===== config.mk =====
export PLATFORM = sky130hd
export DESIGN_NAME = keypad_scanner
export DESIGN_NICKNAME = d
export VERILOG_FILES = /design/src/rtl/keypad_scanner_pkg.sv /design/src/rtl/keypad_scanner_sync.sv /design/src/rtl/keypad_scanner.sv
export SDC_FILE = /design/constraint.sdc
export NUM_CORES = 1
export LEC_CHECK = 0
export BUFFER_PORTS_ARGS = -buffer_cell sky130_fd_sc_hd__buf_2
export CAP_MARGIN = 20
export CORE_ASPECT_RATIO = 1.75
export CORE_MARGIN = 4
export CORE_UTILIZATION = 50
export DETAILED_ROUTE_END_ITERATION = 7
export PLACE_DENSITY = 0.69
export SLEW_MARGIN = 20
export SYNTH_ARGS = -nofsm -noshare
export SYNTH_HDL_FRONTEND = slang
export SYNTH_SLANG_ARGS = --single-unit

===== constraint.sdc =====
create_clock -name clock -period 3.7 [get_ports clock]
set_input_delay 0.185 -clock clock [delete_from_list [all_inputs] [get_ports clock]]
set_output_delay 0.185 -clock clock [all_outputs]
set_load 0.02 [all_outputs]

===== src/rtl/keypad_scanner_pkg.sv =====
// Keypad scanner shared types and helpers.
// Key codes, FSM states, key map and column decode.
package keypad_scanner_pkg;

  localparam logic [3:0] NO_KEY   = 4'd10;
  localparam logic [3:0] KEY_STAR = 4'd11;
  localparam logic [3:0] KEY_HASH = 4'd12;

  typedef enum logic [1:0] {
    SCAN,
    DEBOUNCE,
    PRESSED,
    RELEASE
  } state_e;

  function automatic logic one_low(input logic [3:0] r);
    return (r == 4'b1110) || (r == 4'b1101) ||
           (r == 4'b1011) || (r == 4'b0111);
  endfunction

  function automatic logic [1:0] row_idx(input logic [3:0] r);
    if (!r[0])      return 2'd0;
    else if (!r[1]) return 2'd1;
    else if (!r[2]) return 2'd2;
    else            return 2'd3;
  endfunction

  function automatic logic [3:0] key_code(
    input logic [1:0] row,
    input logic [1:0] col
  );
    if (row == 2'd3) begin
      case (col)
        2'd0:    return KEY_STAR;
        2'd1:    return 4'd0;
        default: return KEY_HASH;
      endcase
    end
    return {2'b00, row} * 4'd3 + {2'b00, col} + 4'd1;
  endfunction

  function automatic logic [1:0] col_next(input logic [1:0] c);
    return (c == 2'd2) ? 2'd0 : c + 2'd1;
  endfunction

  function automatic logic [2:0] col_drive(input logic [1:0] c);
    case (c)
      2'd0:    return 3'b110;
      2'd1:    return 3'b101;
      default: return 3'b011;
    endcase
  endfunction

endpackage


===== src/rtl/keypad_scanner_sync.sv =====
// Two-flop synchroniser for asynchronous inputs.
// Reset value is a parameter so idle-high lines reset high.
module sync_2ff #(
  parameter int              WIDTH   = 1,
  parameter logic [WIDTH-1:0] RST_VAL = '0
) (
  input  logic             clk,
  input  logic             rst_n,
  input  logic [WIDTH-1:0] d,
  output logic [WIDTH-1:0] q
);

  logic [WIDTH-1:0] meta_q;
  logic [WIDTH-1:0] sync_q;

  // Two-stage capture of the asynchronous input.
  always_ff @(posedge clk or negedge rst_n) begin
    if (!rst_n) begin
      meta_q <= RST_VAL;
      sync_q <= RST_VAL;
    end else begin
      meta_q <= d;
      sync_q <= meta_q;
    end
  end

  assign q = sync_q;

endmodule


===== src/rtl/keypad_scanner.sv =====
// 4x3 keypad scanner with debounce.
// Drives digit codes on key; '*' and '#' give one-cycle pulses.
module keypad_scanner
  import keypad_scanner_pkg::*;
#(
  parameter int SCAN_DIV     = 4,
  parameter int DEBOUNCE_CNT = 16
) (
  input  logic       clock,
  input  logic       reset,
  input  logic [3:0] row_n,
  output logic [2:0] col_n,
  output logic [3:0] key,
  output logic       time_button,
  output logic       alarm_button
);

  localparam int DW = $clog2(SCAN_DIV + 1);
  localparam int CW = $clog2(DEBOUNCE_CNT + 1);
  localparam logic [DW-1:0] DIV_LAST = DW'(SCAN_DIV - 1);
  localparam logic [CW-1:0] CNT_LAST = CW'(DEBOUNCE_CNT - 1);

  logic [3:0] row_s;

  sync_2ff #(
    .WIDTH   (4),
    .RST_VAL (4'hF)
  ) u_row_sync (
    .clk   (clock),
    .rst_n (reset),
    .d     (row_n),
    .q     (row_s)
  );

  state_e        state_q, state_d;
  logic [DW-1:0] div_q, div_d;
  logic [1:0]    col_q, col_d;
  logic [CW-1:0] cnt_q, cnt_d;
  logic [3:0]    pat_q, pat_d;
  logic [3:0]    key_q, key_d;
  logic [2:0]    col_n_q, col_n_d;
  logic          tbtn_q, tbtn_d;
  logic          abtn_q, abtn_d;
  logic [3:0]    code;

  assign code = key_code(row_idx(pat_q), col_q);

  // Next-state: scan, debounce press, hold, debounce release.
  always_comb begin
    state_d = state_q;
    div_d   = div_q;
    col_d   = col_q;
    cnt_d   = cnt_q;
    pat_d   = pat_q;
    key_d   = key_q;
    tbtn_d  = 1'b0;
    abtn_d  = 1'b0;
    case (state_q)
      SCAN: begin
        if (div_q == DIV_LAST) begin
          div_d = '0;
          if (one_low(row_s)) begin
            pat_d   = row_s;
            cnt_d   = '0;
            state_d = DEBOUNCE;
          end else begin
            col_d = col_next(col_q);
          end
        end else begin
          div_d = div_q + 1'b1;
        end
      end
      DEBOUNCE: begin
        if (row_s == pat_q) begin
          if (cnt_q >= CNT_LAST) begin
            cnt_d   = '0;
            state_d = PRESSED;
            if (code == KEY_STAR)      tbtn_d = 1'b1;
            else if (code == KEY_HASH) abtn_d = 1'b1;
            else                       key_d  = code;
          end else begin
            cnt_d = cnt_q + 1'b1;
          end
        end else begin
          cnt_d   = '0;
          div_d   = '0;
          col_d   = col_next(col_q);
          state_d = SCAN;
        end
      end
      PRESSED: begin
        if (row_s == 4'hF) begin
          cnt_d   = '0;
          state_d = RELEASE;
        end
      end
      RELEASE: begin
        if (row_s != 4'hF) begin
          cnt_d   = '0;
          state_d = PRESSED;
        end else if (cnt_q >= CNT_LAST) begin
          cnt_d   = '0;
          div_d   = '0;
          key_d   = NO_KEY;
          col_d   = col_next(col_q);
          state_d = SCAN;
        end else begin
          cnt_d = cnt_q + 1'b1;
        end
      end
      default: state_d = SCAN;
    endcase
    col_n_d = col_drive(col_d);
  end

  // State and registered outputs.
  always_ff @(posedge clock or negedge reset) begin
    if (!reset) begin
      state_q <= SCAN;
      div_q   <= '0;
      col_q   <= 2'd0;
      cnt_q   <= '0;
      pat_q   <= 4'hF;
      key_q   <= NO_KEY;
      col_n_q <= 3'b110;
      tbtn_q  <= 1'b0;
      abtn_q  <= 1'b0;
    end else begin
      state_q <= state_d;
      div_q   <= div_d;
      col_q   <= col_d;
      cnt_q   <= cnt_d;
      pat_q   <= pat_d;
      key_q   <= key_d;
      col_n_q <= col_n_d;
      tbtn_q  <= tbtn_d;
      abtn_q  <= abtn_d;
    end
  end

  assign col_n        = col_n_q;
  assign key          = key_q;
  assign time_button  = tbtn_q;
  assign alarm_button = abtn_q;

endmodule


# Word level (Yosys, flattened, before mapping)
# Cells that the tools add are included.
word_totals:
  ramBits: 0
  regBits: 33
  wordCells: 111
  in_bits: 6
  rom_bits: 0
  memories: 0
  latchBits: 0
op_classes:
  n_mul: 1
  addsub: 5
  bitwise: 0
  n_eq_ne: 29
  order_cmp: 1
  div_mod_pow: 0
  mux: 51
  n_reduce_logical: 13
  n_shift: 0
op_table:
  columns: ["operator", "count"]
  rows:
  - ["$mux W4", 8]
  - ["$mux W2", 15]
  - ["$mux W5", 6]
  - ["$eq A4 B4 Y1 const B", 6]
  - ["$ne A2 B2 Y1 const B", 10]
  - ["$pmux W5 S4", 1]
  - ["$pmux W4 S2", 2]
  - ["$mux W3", 4]
  - ["$mux W1", 11]
  - ["$pmux W3 S3", 1]
  - ["$eq A2 B2 Y1 const B", 4]
  - ["$pmux W2 S4", 1]
  - ["$reduce_and A7 Y1", 1]
  - ["$eq A2 B1 Y1 const B", 3]
  - ["$logic_not A2 Y1", 3]
  - ["$ne A3 B3 Y1 const B", 2]
  - ["$pmux W2 S3", 1]
  - ["$pmux W3 S2", 1]
  - ["$reduce_and A3 Y1", 2]
  - ["$add A5 B1 Y5 const B", 1]
  - ["$ge A5 B4 Y1 const B", 1]
  - ["$reduce_and A5 Y1", 1]
  - ["$add A4 B1 Y4 const B", 1]
  - ["$add A4 B2 Y4", 1]
  - ["11 further kinds", 13]

# Depth between registers and ports, before layout
# Gate-level depths: netlist of run 1.
depth:
  ltp_word: 13
  mapped_depth: 9
  depth_no_buf: 9

# By module
# A second synthesis of run 1 with hierarchy kept.
unflattened:
  cells_unflattened: 146
  area_unflattened_um2: 1684.1
by_module_without_submodules:
  columns: ["module", "area_per_inst_um2", "instances", "cells_per_inst"]
  rows:
  - ["keypad_scanner", 1473.9, 1, 138]
  - ["sync_2ff", 210.2, 1, 8]

# Worst setup path before layout of run 1
# No wires, ideal clock.
synth_path:
  path_type: "reg2reg"
  start: "reg pat_q[2]"
  end: "reg key_q[1], in the netlist key[1]"
  slack_ns: 0.784
  n_path_buf: 0
  t_arrival_ns: 2.836
  stages_incl_launch_ff: 9
  setup_ns: 0.080
  required_ns: 3.620
  synth_period_minus_slack_ns: 2.916
  cell_sequence: "dfstp_2 > inv_1 > a21boi_0 > fa_1 > fa_1 > o41a_1 > a211oi_1 > a211oi_2 > o22a_1"
synth_between:
  elab_chain_cells: 12
  elab_cells_between_ends: 21
synth_rtl:
  columns: ["element", "line", "text"]
  rows:
  - ["start, declared", "keypad_scanner.sv:39", "logic [3:0] pat_q, pat_d;"]
  - ["start signal, assigned", "keypad_scanner.sv:133", "pat_q <= pat_d;"]
  - ["$mux W1", "keypad_scanner_pkg.sv:24", "else if (!r[2]) return 2'd2;"]
  - ["$mux W2", "keypad_scanner_pkg.sv:23", "else if (!r[1]) return 2'd1;"]
  - ["$mux W2", "keypad_scanner_pkg.sv:22", "if (!r[0]) return 2'd0;"]
  - ["$mul A2 B2 Y4", "keypad_scanner_pkg.sv:39", "return {2'b00, row} * 4'd3 + {2'b00, col} + 4'd1;"]
  - ["$add A4 B2 Y4", "keypad_scanner_pkg.sv:39", null]
  - ["$add A4 B1 Y4", "keypad_scanner_pkg.sv:39", null]
  - ["$mux W4", "keypad_scanner_pkg.sv:39", null]
  - ["$mux W4", "keypad_scanner.sv:79", "else if (code == KEY_HASH) abtn_d = 1'b1;"]
  - ["$mux W4", "keypad_scanner.sv:78", "if (code == KEY_STAR) tbtn_d = 1'b1;"]
  - ["$mux W4", "keypad_scanner.sv:75", "if (cnt_q >= CNT_LAST) begin"]
  - ["$mux W4", "keypad_scanner.sv:74", "if (row_s == pat_q) begin"]
  - ["$pmux W4 S2", "keypad_scanner.sv:58", "case (state_q)"]
  - ["end signal, assigned", "keypad_scanner.sv:134", "key_q <= key_d;"]
  - ["end, declared", "keypad_scanner.sv:40", "logic [3:0] key_q, key_d;"]
# Several ways; a longest one is shown, not always the timed one. The select of a mux whose other input is x is not followed.
# A chain may end at the register's enable or synchronous reset.

# Worst setup path after layout of run 1
# Ends and elaborated chain as after synthesis.

==> results of run 1 <==
==> layout by cell type (no fill, tap or decap), drive strengths merged, types with 2 or more instances in the layout <==
cell type,count
dlygate4sd3,5
o21a,2
and4,2
buf,14
xnor2,6
clkbuf,6
a21oi,6
nor2,9
o22a,3
dfrtp,17
inv,10
mux2i,3
mux2,7
a41oi,2
and2,3
nand4b,2
a211oi,4
a32oi,2
dfstp,16
nand2,10
or2,2
fa,2
ha,7
nor3b,2
clkinv,2
o22ai,4
a21boi,3
==> layout make-up <==
type / instances / area (sq um) / share of cell area (%)
clock buffer: 6 / 72.57 / 3.730
clock inverter: 2 / 10.01 / 0.5145
inverter: 10 / 37.54 / 1.929
multi-input combinational: 95 / 805.8 / 41.41
sequential: 33 / 845.8 / 43.47
tap: 43 / 53.80 / 2.765
timing repair buffer: 19 / 120.1 / 6.174
==> worst paths after layout <==
check	startpoint	endpoint	slack, ns	depth (start not counted)
max	pat_q[2]	key[1]	0.56	8
min	u_row_sync.meta_q[3]	u_row_sync.q[3]	0.36	0
min in group asynchronous	reset	col_n[0]	0.49	2
max reg2reg	pat_q[2]	key[1]	0.56	8
min reg2reg	u_row_sync.meta_q[3]	u_row_sync.q[3]	0.36	0
max in group asynchronous	reset	div_q[1]	2.76	2
==> stage by stage <==
| step | utilization [%] | std cells | total power [mW] |
|---|---|---|---|
| global route | 60.62 | 208 | 1.572 |
| global placement | 56.49 | 195 | 1.178 |
| detailed placement | 56.49 | 195 | 1.209 |
| floorplan | - | 141 | 1.070 |
| CTS | 60.62 | 208 | 1.471 |
| finish | 60.62 | 208 | 1.454 |
==> registers in the layout, summed over array words and instances, names as in the netlist <==
| register | cells |
|---|---|
| time_button | 1 |
| state_q | 2 |
| col_q | 2 |
| div_q | 3 |
| alarm_button | 1 |
| col_n | 3 |
| u_row_sync.q | 4 |
| cnt_q | 5 |
| pat_q | 4 |
| key | 4 |
| u_row_sync.meta_q | 4 |
==> kinds of logic after synthesis <==
family / Yosys count
fa+ha+maj: 9
compound gates: 35
xor+xnor: 6
flops: 33
buf+inv: 13
mux: 10
simple gates: 35
==> cell usage after synthesis (all sizes together), types with 2 or more instances <==
cell type / instances
mux2: 7
buf: 3
ha: 7
a211oi: 4
mux2i: 3
inv: 10
o22ai: 4
nor3b: 2
o21a: 2
a21boi: 3
and4: 2
o22a: 3
and2: 3
a32oi: 2
a41oi: 2
nand2: 10
nand4b: 2
or2: 2
xnor2: 6
dfrtp: 17
a21oi: 6
fa: 2
dfstp: 16
nor2: 9
==> power by group through the flow <==
stage	clock (mW)	combinational, mW	sequential (mW)
floorplan	0	0.532	0.538
global placement	0	0.636	0.542
detailed placement	0	0.662	0.547
CTS	0.261	0.669	0.541
global route	0.278	0.738	0.556
finish	0.252	0.662	0.540
==> repair_timing <==
| action | 4_1_cts | 5_1_grt |
|---|---|---|
| buffers inserted | 0 | 0 |
| hold endpoints to repair | 21 | 0 |
| hold buffers | 5 | 0 |
==> worst max-delay path: stages (launching register included) <==
cell      delay [ns]
dfstp_2         0.55
inv_1           0.04
a21boi_0        0.37
fa_1            0.55
fa_1            0.52
o41a_1          0.46
a211oi_1        0.27
a211oi_2        0.10
o22a_1          0.21
==> per-layer routing <==
metal / vias up / routed length, um
met5: - / 0
met4: 0 / 55
met3: 6 / 95
met2: 19 / 1671
met1: 576 / 1185
li1: 557 / -
==> metrics.csv, run 1 <==
stage;metric;value;unit
die;DIE AREA;4443;sq um
sta;hold_ws;0.3553;ns
yosys;cells after synthesis;141;
yosys;post-synth cell types;46;
place;DP Area;1813;sq um
yosys;Synth Net Count;156;
sta;RSZ-0062 raised after global routing;no;
global_routing;met2 GRT Util;27.61;%
sta;Final WS setup;0.5579;ns
yosys;Seq/Total Area, Yosys;49.63;%
sta;final hold vios;0;
finish;Final Instance Area;1946;sq um
global_routing;largest net degree at the start of global routing;34;
status;status;finished clean;
detailed_routing;Routed Antenna Nets;0;
power;Clk pwr share;17.3;%
sta;Peak Freq;318.3;MHz
sta;slew margin rel.;52.57;%
critical_path;Critical Path RT;3.91;ns
global_routing;vias in the first global route;1205;
die;DIE HEIGHT;85.23;um
yosys;Post-Syn Area;1704;sq um
sta;Setup-failing EPs final;0;
clocking;H-tree levels;2;
global_routing;global route hottest layer;met2;
yosys;Syn. warnings;0;
clocking;clock sink count;33;
finish;antenna cells;0;
finish;nets@finish;179;
flow_run;Max-Cap Viols;0;
detailed_routing;drt first pass iters;4;
detailed_routing;Via Count;1158;
detailed_routing;WL per Instance;14.45;um
clocking;CTS tree;done;
global_routing;initial antenna violation count;0;
yosys;synth top area cells;dfrtp_1 25%, dfstp_2 25%, ha_1 5.1%;
die;placeable core area;3209;sq um
clocking;CTS buffer count;5;
sta;fin. max-slew vios;0;
clocking;Skew-Pair Late Insertion Delay;0.28;ns
power;combinational power share;45.5;%
sta;clock skew;0.002609;ns
yosys;EDFF count, synth;0;
critical_path;Worst Setup Start Kind;flip-flop;
clocking;CTS clock-pin slew for the worst setup and hold paths;0.06;ns
power;LEAKAGE;0.8126;nW
detailed_routing;initial DRC count;8;
detailed_routing;drt total wl;3.006;mm
place;post-place setup slack;0.5843;ns
clocking;cts repair resizes;0;
sta;fin crit share;84.92;%
yosys;post-synthesis simple-gate area fraction;11.23;%
yosys;Top FF cell, synth;dfrtp_1;
yosys;#FFs+latches synth;33;
power;maximum vdd ir drop;0.4641;mV
sta;Final min period;3.142;ns
sta;Setup TNS Final;0;ns
detailed_routing;DRC viols;0;
critical_path;crit end category;flip-flop;
die;Die Width;52.13;um
power;Power Density;747.3;nW/um^2
place;Post-DP HPWL;2.290;mm
yosys;area leader, netlist;dfrtp_1;
global_routing;Overflow after GRT;0;
die;initial core utilization;53.10;%
critical_path;critical path type;reg2reg;
yosys;mux cell area share after synthesis;6.828;%
finish;synth-to-layout area growth;14.17;%
critical_path;critical path arrival;3.35;ns
power;P_int;0.9069;mW
yosys;async set-reset flop share out of synthesis;100.0;%
place;input/output buffers;14;
die;I/O Pins;15;
sta;Tightest Pin Transition;0.7115;ns
hold_path;Hold Crit Class;reg2reg;
power;Net Sw Power;0.5471;mW
place;routability cong.;0.7568;
yosys;share of synthesized cell area in full adder, half adder and majority cells;7.489;%
critical_path;CP max FO;4;
die;row count;27;
clocking;CTS Root Cell;clkbuf_8;
finish;layout cell share with drive strength beyond 1;29.09;%
yosys;Post-Syn Area per Cell;12.09;sq um
detailed_routing;Via density;5.567;
global_routing;wire length of the first global-routing pass;5.313;mm
global_routing;met3 usage;5.272;%
power;switching portion of total power;37.63;%
finish;# fillers;267;
power;sequential group share of total power;37.1;%
clocking;Longest Clk Path Bufs;2;
yosys;largest family of logic cells by synthesized area;compound AO/OA/AOI/OAI gates;
global_routing;met1 Track Usage GR;17.77;%
yosys;post-synth top area share;24.96;%
yosys;Synth Area in Compound Gates;18.65;%
yosys;xor and xnor area share after synthesis;3.084;%
global_routing;Tot GR Track Use;15.95;%
No activity file was read; power rests on OpenSTA's default activity.
==> inputs of run 2 (changes only) <==
ABC_AREA = 1   (was default)
clock period = 3.14 ns   (was 3.7 ns; I/O delays follow)
==> metrics.csv, run 2 <==
stage;metric;value;unit;change
global_routing;Overflow after GRT;0;;unchanged
power;Power Density;850.9;nW/um^2;was 747.3 nW/um^2
critical_path;Critical Path, Cell by Cell;inv_1 > a21boi_0 > fa_1 > fa_1 > nor2_1 > inv_1 > nand3b_1 > inv_1 > nand3_1 > nand3_1 > nand2_2 > nand2_2 > nand2_1 > nand2_1;;was inv_1 > a21boi_0 > fa_1 > fa_1 > o41a_1 > a211oi_1 > a211oi_2 > o22a_1
critical_path;worst path bufs/invs;3;;was 1
sta;final hold vios;0;;unchanged
global_routing;largest net degree at the start of global routing;34;;unchanged
detailed_routing;drt total wl;3.297;mm;was 3.006 mm
sta;clock skew;0.009338;ns;was 0.002609 ns
yosys;area leader, netlist;dfrtp_1;;unchanged
clocking;CTS tree;done;;unchanged
yosys;#FFs+latches synth;33;;unchanged
yosys;synth top area cells;dfrtp_1 24%, dfstp_2 24%, nand2_1 11%;;was dfrtp_1 25%, dfstp_2 25%, ha_1 5.1%
flow_run;Max-Cap Viols;0;;unchanged
clocking;Longest Clk Path Bufs;2;;unchanged
critical_path;CP top delay family;adder cells;;was compound AO/OA/AOI/OAI gates
place;Post-DP HPWL;2.486;mm;was 2.290 mm
yosys;Synth Net Count;227;;was 156
global_routing;initial antenna violation count;0;;unchanged
sta;fin crit share;91.28;%;was 84.92%
finish;Reg area;845.8;sq um;unchanged
clocking;cts repair resizes;0;;unchanged
detailed_routing;uppermost layer routed;met4;;unchanged
detailed_routing;DRC viols;0;;unchanged
critical_path;maximum single-stage delay on the critical path;0.54;ns;was 0.55 ns
global_routing;wire length of the first global-routing pass;5.789;mm;was 5.313 mm
yosys;Top FF cell, synth;dfrtp_1;;unchanged
critical_path;reg2reg setup slack;0.27;ns;was 0.56 ns
hold_path;Hold Crit Class;reg2reg;;unchanged
critical_path;Critical Path RT;3.31;ns;was 3.91 ns
sta;slew margin rel.;52.06;%;was 52.57%
yosys;cells after synthesis;212;;was 141
critical_path;Worst Setup Start Kind;flip-flop;;unchanged
detailed_routing;Routed Antenna Nets;0;;unchanged
yosys;EDFF count, synth;0;;unchanged
clocking;clock sink count;33;;unchanged
global_routing;Tot GR Track Use;17.15;%;was 15.95%
sta;Setup-failing EPs final;0;;unchanged
finish;synth-to-layout area growth;15.19;%;was 14.17%
clocking;H-tree levels;2;;unchanged
critical_path;critical path type;reg2reg;;unchanged
yosys;count leader, synth;nand2_1;;was dfrtp_1
detailed_routing;Via Count;1436;;was 1158
clocking;CTS Root Cell;clkbuf_8;;unchanged
detailed_routing;Via density;5.056;;was 5.567
sta;hold_ws;0.3555;ns;was 0.3553 ns
die;DIE AREA;4615;sq um;was 4443 sq um
yosys;Post-synth top cells;53 x nand2_1, 26 x nor2_1, 23 x inv_1;;was 17 x dfrtp_1, 16 x dfstp_2, 10 x inv_1, 10 x nand2_1, 8 x nor2_1
finish;most common cell after layout, fill and taps aside;nand2_1;;was dfrtp_1
finish;# fillers;333;;was 267
die;initial core utilization;52.36;%;was 53.10%
critical_path;CP max FO;5;;was 4
power;maximum vdd ir drop;0.3802;mV;was 0.4641 mV
status;status;finished clean;;unchanged
yosys;post-synth top area share;23.91;%;was 24.96%
die;I/O Pins;15;;unchanged
finish;multi-input logic area;813.3;sq um;was 805.8 sq um
finish;antenna cells;0;;unchanged
sta;Final min period;2.866;ns;was 3.142 ns
place;input/output buffers;14;;unchanged
finish;max FFs per register;5;;unchanged
sta;Tightest Pin Transition;0.7191;ns;was 0.7115 ns
critical_path;critical path arrival;3.04;ns;was 3.35 ns
die;placeable core area;3398;sq um;was 3209 sq um
critical_path;Crit path top cell by count;inv_1;;was fa_1
detailed_routing;drt first pass iters;4;;unchanged
critical_path;crit end category;flip-flop;;unchanged
detailed_routing;WL per Instance;11.61;um;was 14.45 um
sta;fin. max-slew vios;0;;unchanged
clocking;Skew-Pair Late Insertion Delay;0.28;ns;about the same
yosys;Post-Syn Area per Cell;8.392;sq um;was 12.09 sq um
clocking;CTS buffer count;5;;unchanged
yosys;post-synth cell types;30;;was 46
sta;RSZ-0062 raised after global routing;no;;unchanged
detailed_routing;Met1 Wirelength;1.227;mm;was 1.185 mm
die;row count;28;;was 27
finish;Most flops, register;cnt_q;;unchanged
yosys;Seq/Total Area, Yosys;47.54;%;was 49.63%
detailed_routing;met2 routed WL;1.801;mm;was 1.671 mm
sta;Setup TNS Final;0;ns;unchanged
clocking;CTS clock-pin slew for the worst setup and hold paths;0.07;ns;was 0.06 ns
detailed_routing;metal3 WL;119;um;was 95 um
yosys;Post-Syn Area;1779;sq um;was 1704 sq um
sta;Peak Freq;348.9;MHz;was 318.3 MHz
place;routability cong.;0.8598;;was 0.7568
die;Die Width;53.10;um;was 52.13 um
die;DIE HEIGHT;86.92;um;was 85.23 um
power;LEAKAGE;1.051;nW;was 0.8126 nW
finish;nets@finish;253;;was 179
finish;most frequent cells in the layout;53 x nand2_1, 26 x nor2_1, 23 x inv_1, 17 x dfrtp_1, 16 x dfstp_2;;was 17 x dfrtp_1, 16 x dfstp_2, 14 x buf_2, 10 x inv_1, 10 x nand2_1
detailed_routing;initial DRC count;17;;was 8
global_routing;vias in the first global route;1427;;was 1205
yosys;async set-reset flop share out of synthesis;100.0;%;unchanged
yosys;Syn. warnings;0;;unchanged
finish;layout cell share with drive strength beyond 1;26.36;%;was 29.09%
critical_path;critical path's slowest cell;dfstp_2;;unchanged
## run 2: per-stage QoR
stage	cells	instance area (sq um)	power (mW)	util, %	setup WS (ns)
finish	284	2049	1.744	60.31	0.2737
global route	284	2049	1.904	60.31	0.04203
CTS	284	2049	1.766	60.31	0.2862
detailed placement	271	1906	1.422	56.08	0.3059
global placement	271	1906	1.409	56.08	0.3635
floorplan	212	1779	1.237	-	0.4743
## run 2: layout make-up
class / instances / share of cell area, %
clock buffers: 7 / 4.212
inverters: 32 / 5.861
clock inverters: 1 / 0.3663
multi-input cells: 147 / 39.68
well taps: 45 / 2.747
repair buffers: 19 / 5.861
flip-flops and latches: 33 / 41.27
## run 2: repair_timing
action | 4_1_cts | 5_1_grt
hold buffers | 5 | 0
buffers inserted | 0 | 0
hold endpoints to repair | 21 | 0
## run 2: worst register-to-register path: cells and delay by family, from the launching register on
family	cells	cell delay (ns)
fa+ha+maj	2	1.00
simple gates	8	0.70
flops	1	0.54
compound gates	1	0.36
buf+inv	3	0.15
## run 2: final timing paths
check                                          start         endpoint  cells past startpoint
max in group asynchronous                      reset         div_q[2]                      2
worst max-delay path                        pat_q[2]           key[2]                     14
min in group asynchronous                      reset           key[0]                      2
worst min register to register  u_row_sync.meta_q[0]  u_row_sync.q[0]                      0
worst max register to register              pat_q[2]           key[2]                     14
worst min-delay path            u_row_sync.meta_q[0]  u_row_sync.q[0]                      0
## run 2: layer usage
metal	vias to the layer above	GRT usage, %
li1	726	-
met1	664	17.00
met2	31	30.43
met3	15	3.774
met4	0	11.40
met5	-	0
## run 2: report_power, final
group / total (mW) / switching [mW] / internal [mW]
sequential: 0.640 / 0.0805 / 0.560
clock: 0.328 / 0.151 / 0.178
combinational: 0.775 / 0.484 / 0.291
## run 2: logic make-up (layout without fill, tap and decap cells)
kind of cell               count (synthesis)  count (layout)  share of synthesized area, %
DFF                                       33              33                         47.54
AOI/OAI and AO/OA                         20              20                         7.173
muxes                                      1               1                        0.6329
and+or+nand+nor                          113             113                         28.76
buffers and inverters                     32              59                         6.751
xor gates and xnor gates                   4               4                         1.969
adders and majority gates                  9               9                         7.173
==> inputs of run 3 (changes only) <==
ABC_AREA = 0   (was 1)
==> metrics.csv, run 3 (synthesized netlist as in run 1, its figures left out) <==
stage;metric;value;unit;change
status;status;finished clean;;unchanged
clocking;clock sink count;33;;unchanged
finish;Final Util;60.86;%;was 60.31%
global_routing;Overflow after GRT;0;;unchanged
clocking;setup bufs post-CTS;0;;unchanged
sta;Final min period;2.943;ns;was 2.866 ns
clocking;Longest Clk Path Bufs;2;;unchanged
die;I/O Pins;15;;unchanged
sta;Tightest Pin Transition;0.7027;ns;was 0.7191 ns
global_routing;largest net degree at the start of global routing;34;;unchanged
critical_path;critical path type;reg2reg;;unchanged
sta;slew margin rel.;53.15;%;was 52.06%
power;LEAKAGE;0.8183;nW;was 1.051 nW
clocking;CTS buffer count;5;;unchanged
finish;antenna cells;0;;unchanged
critical_path;Worst Setup Start Kind;flip-flop;;unchanged
critical_path;crit end category;flip-flop;;unchanged
clocking;CTS tree;done;;unchanged
global_routing;vias in the first global route;1184;;was 1427
finish;most common cell after layout, fill and taps aside;dfrtp_1;;was nand2_1
place;Post-DP HPWL;2.338;mm;was 2.486 mm
finish;most frequent cells in the layout;17 x dfrtp_1, 16 x dfstp_2, 14 x buf_2, 10 x inv_1, 10 x nand2_1;;was 53 x nand2_1, 26 x nor2_1, 23 x inv_1, 17 x dfrtp_1, 16 x dfstp_2
sta;Peak Freq;339.8;MHz;was 348.9 MHz
detailed_routing;WL per Instance;14.49;um;was 11.61 um
sta;Setup-failing EPs final;0;;unchanged
sta;fin crit share;93.72;%;was 91.28%
die;Die Width;52.13;um;was 53.10 um
sta;final hold vios;0;;unchanged
detailed_routing;drt first pass iters;4;;unchanged
critical_path;CP max FO;4;;was 5
sta;hold_ws;0.3574;ns;was 0.3555 ns
clocking;Skew-Pair Late Insertion Delay;0.27;ns;was 0.28 ns
finish;layout cell share with drive strength beyond 1;29.52;%;was 26.36%
finish;synth-to-layout area growth;14.61;%;was 15.19%
global_routing;wire length of the first global-routing pass;5.250;mm;was 5.789 mm
die;DIE HEIGHT;85.23;um;was 86.92 um
sta;clock skew;0.003377;ns;was 0.009338 ns
hold_path;hold_sp;u_row_sync.meta_q[2];;was u_row_sync.meta_q[0]
finish;max FFs per register;5;;unchanged
hold_path;hold worst-path end;u_row_sync.q[2];;was u_row_sync.q[0]
critical_path;critical path arrival;3.15;ns;was 3.04 ns
global_routing;Tot GR Track Use;16.13;%;was 17.15%
detailed_routing;Routed Antenna Nets;0;;unchanged
die;placeable core area;3209;sq um;was 3398 sq um
sta;fin. max-slew vios;0;;unchanged
hold_path;Hold Crit Class;reg2reg;;unchanged
finish;nets@finish;180;;was 253
finish;Most flops, register;cnt_q;;unchanged
critical_path;Critical Path RT;3.35;ns;was 3.31 ns
power;maximum vdd ir drop;0.5046;mV;was 0.3802 mV
clocking;CTS Root Cell;clkbuf_8;;unchanged
clocking;H-tree levels;2;;unchanged
sta;RSZ-0062 raised after global routing;no;;unchanged
detailed_routing;Via density;5.493;;was 5.056
power;Power Density;885.0;nW/um^2;was 850.9 nW/um^2
clocking;CTS clock-pin slew for the worst setup and hold paths;0.06;ns;was 0.07 ns
hold_path;worst hold stages;0;;unchanged
critical_path;reg2reg setup slack;0.20;ns;was 0.27 ns
power;Design Power;1.729;mW;was 1.744 mW
critical_path;FF-to-FF path depth;8;;was 14
die;DIE AREA;4443;sq um;was 4615 sq um
flow_run;Max-Cap Viols;0;;unchanged
critical_path;worst r2r dst;key[1];;was key[2]
detailed_routing;drt total wl;3.028;mm;was 3.297 mm
detailed_routing;DRC viols;0;;unchanged
die;initial core utilization;53.10;%;was 52.36%
place;input/output buffers;14;;unchanged
global_routing;initial antenna violation count;0;;unchanged
sta;Setup TNS Final;0;ns;unchanged
die;row count;27;;was 28
detailed_routing;initial DRC count;15;;was 17
place;routability cong.;0.7483;;was 0.8598
detailed_routing;Via Count;1148;;was 1436
critical_path;reg2reg start;pat_q[2];;unchanged
run 3: cell types whose count changed in the layout (fill, tap and decap cells not counted), moves of 4 or more:
cell	previous run	this run
xnor2_1	0	6
o21ai_2	4	0
nand3_1	15	1
inv_1	23	10
o21ai_0	6	1
nor2_1	26	8
nand2_1	53	10
nand3_2	4	0
inv_2	9	0
xor2_1	4	0
mux2_1	0	4
nand2_2	4	0
run 3: metal layers:
metal / vias to the layer above / part of all wire [%] / track usage [%]
met5: - / 0 / 0
met4: 0 / 2.6 / 8.372
met3: 6 / 3.0 / 4.394
met2: 18 / 56 / 27.95
met1: 561 / 38 / 17.22
li1: 563 / - / -
run 3: stage by stage:
step                instance area, sq um  setup WS [ns]  cells
floorplan                           1704         0.2240    141
global placement                    1821         0.2083    196
detailed placement                  1821         0.1206    196
CTS                                 1953         0.1089    209
global route                        1953        0.06770    209
finish                              1953         0.1971    209
run 3: timing repair:
action	in CTS	in global routing
endpoints found under the setup margin	0	4
resized for setup	0	1
hold buffers	5	0
hold endpoints to repair	21	0
run 3: worst max-delay path by stage:
stage                         from  endpoint
after global placement    pat_q[2]    key[1]
after floorplan           pat_q[2]    key[1]
after CTS                 pat_q[2]    key[1]
final                     pat_q[2]    key[1]
after detailed placement  pat_q[2]    key[1]
after global routing      pat_q[2]    key[1]
run 3: cell type report:
| class | count | area, sq um |
|---|---|---|
| fillers | 261 | 1256 |
| flip-flops and latches | 33 | 845.8 |
| multi-input cells | 95 | 805.8 |
| repair buffers | 20 | 127.6 |
| clock buffers | 6 | 72.57 |
| well taps | 43 | 53.80 |
| inverters | 10 | 37.54 |
| clock inverters | 2 | 10.01 |
run 3: where the power goes:
group / internal [mW] / total (mW) / switching [mW]
logic: 0.381 / 0.799 / 0.418
registers: 0.544 / 0.637 / 0.0922
clock network: 0.153 / 0.293 / 0.139
run 3: critical path, cell delays in order (launching register included):
cell and delay [ns]:
dfstp_2 0.54, inv_1 0.04, a21boi_1 0.21, fa_1 0.50, fa_1 0.53, o41a_1 0.46
a211oi_1 0.28, a211oi_2 0.10, o22a_1 0.21
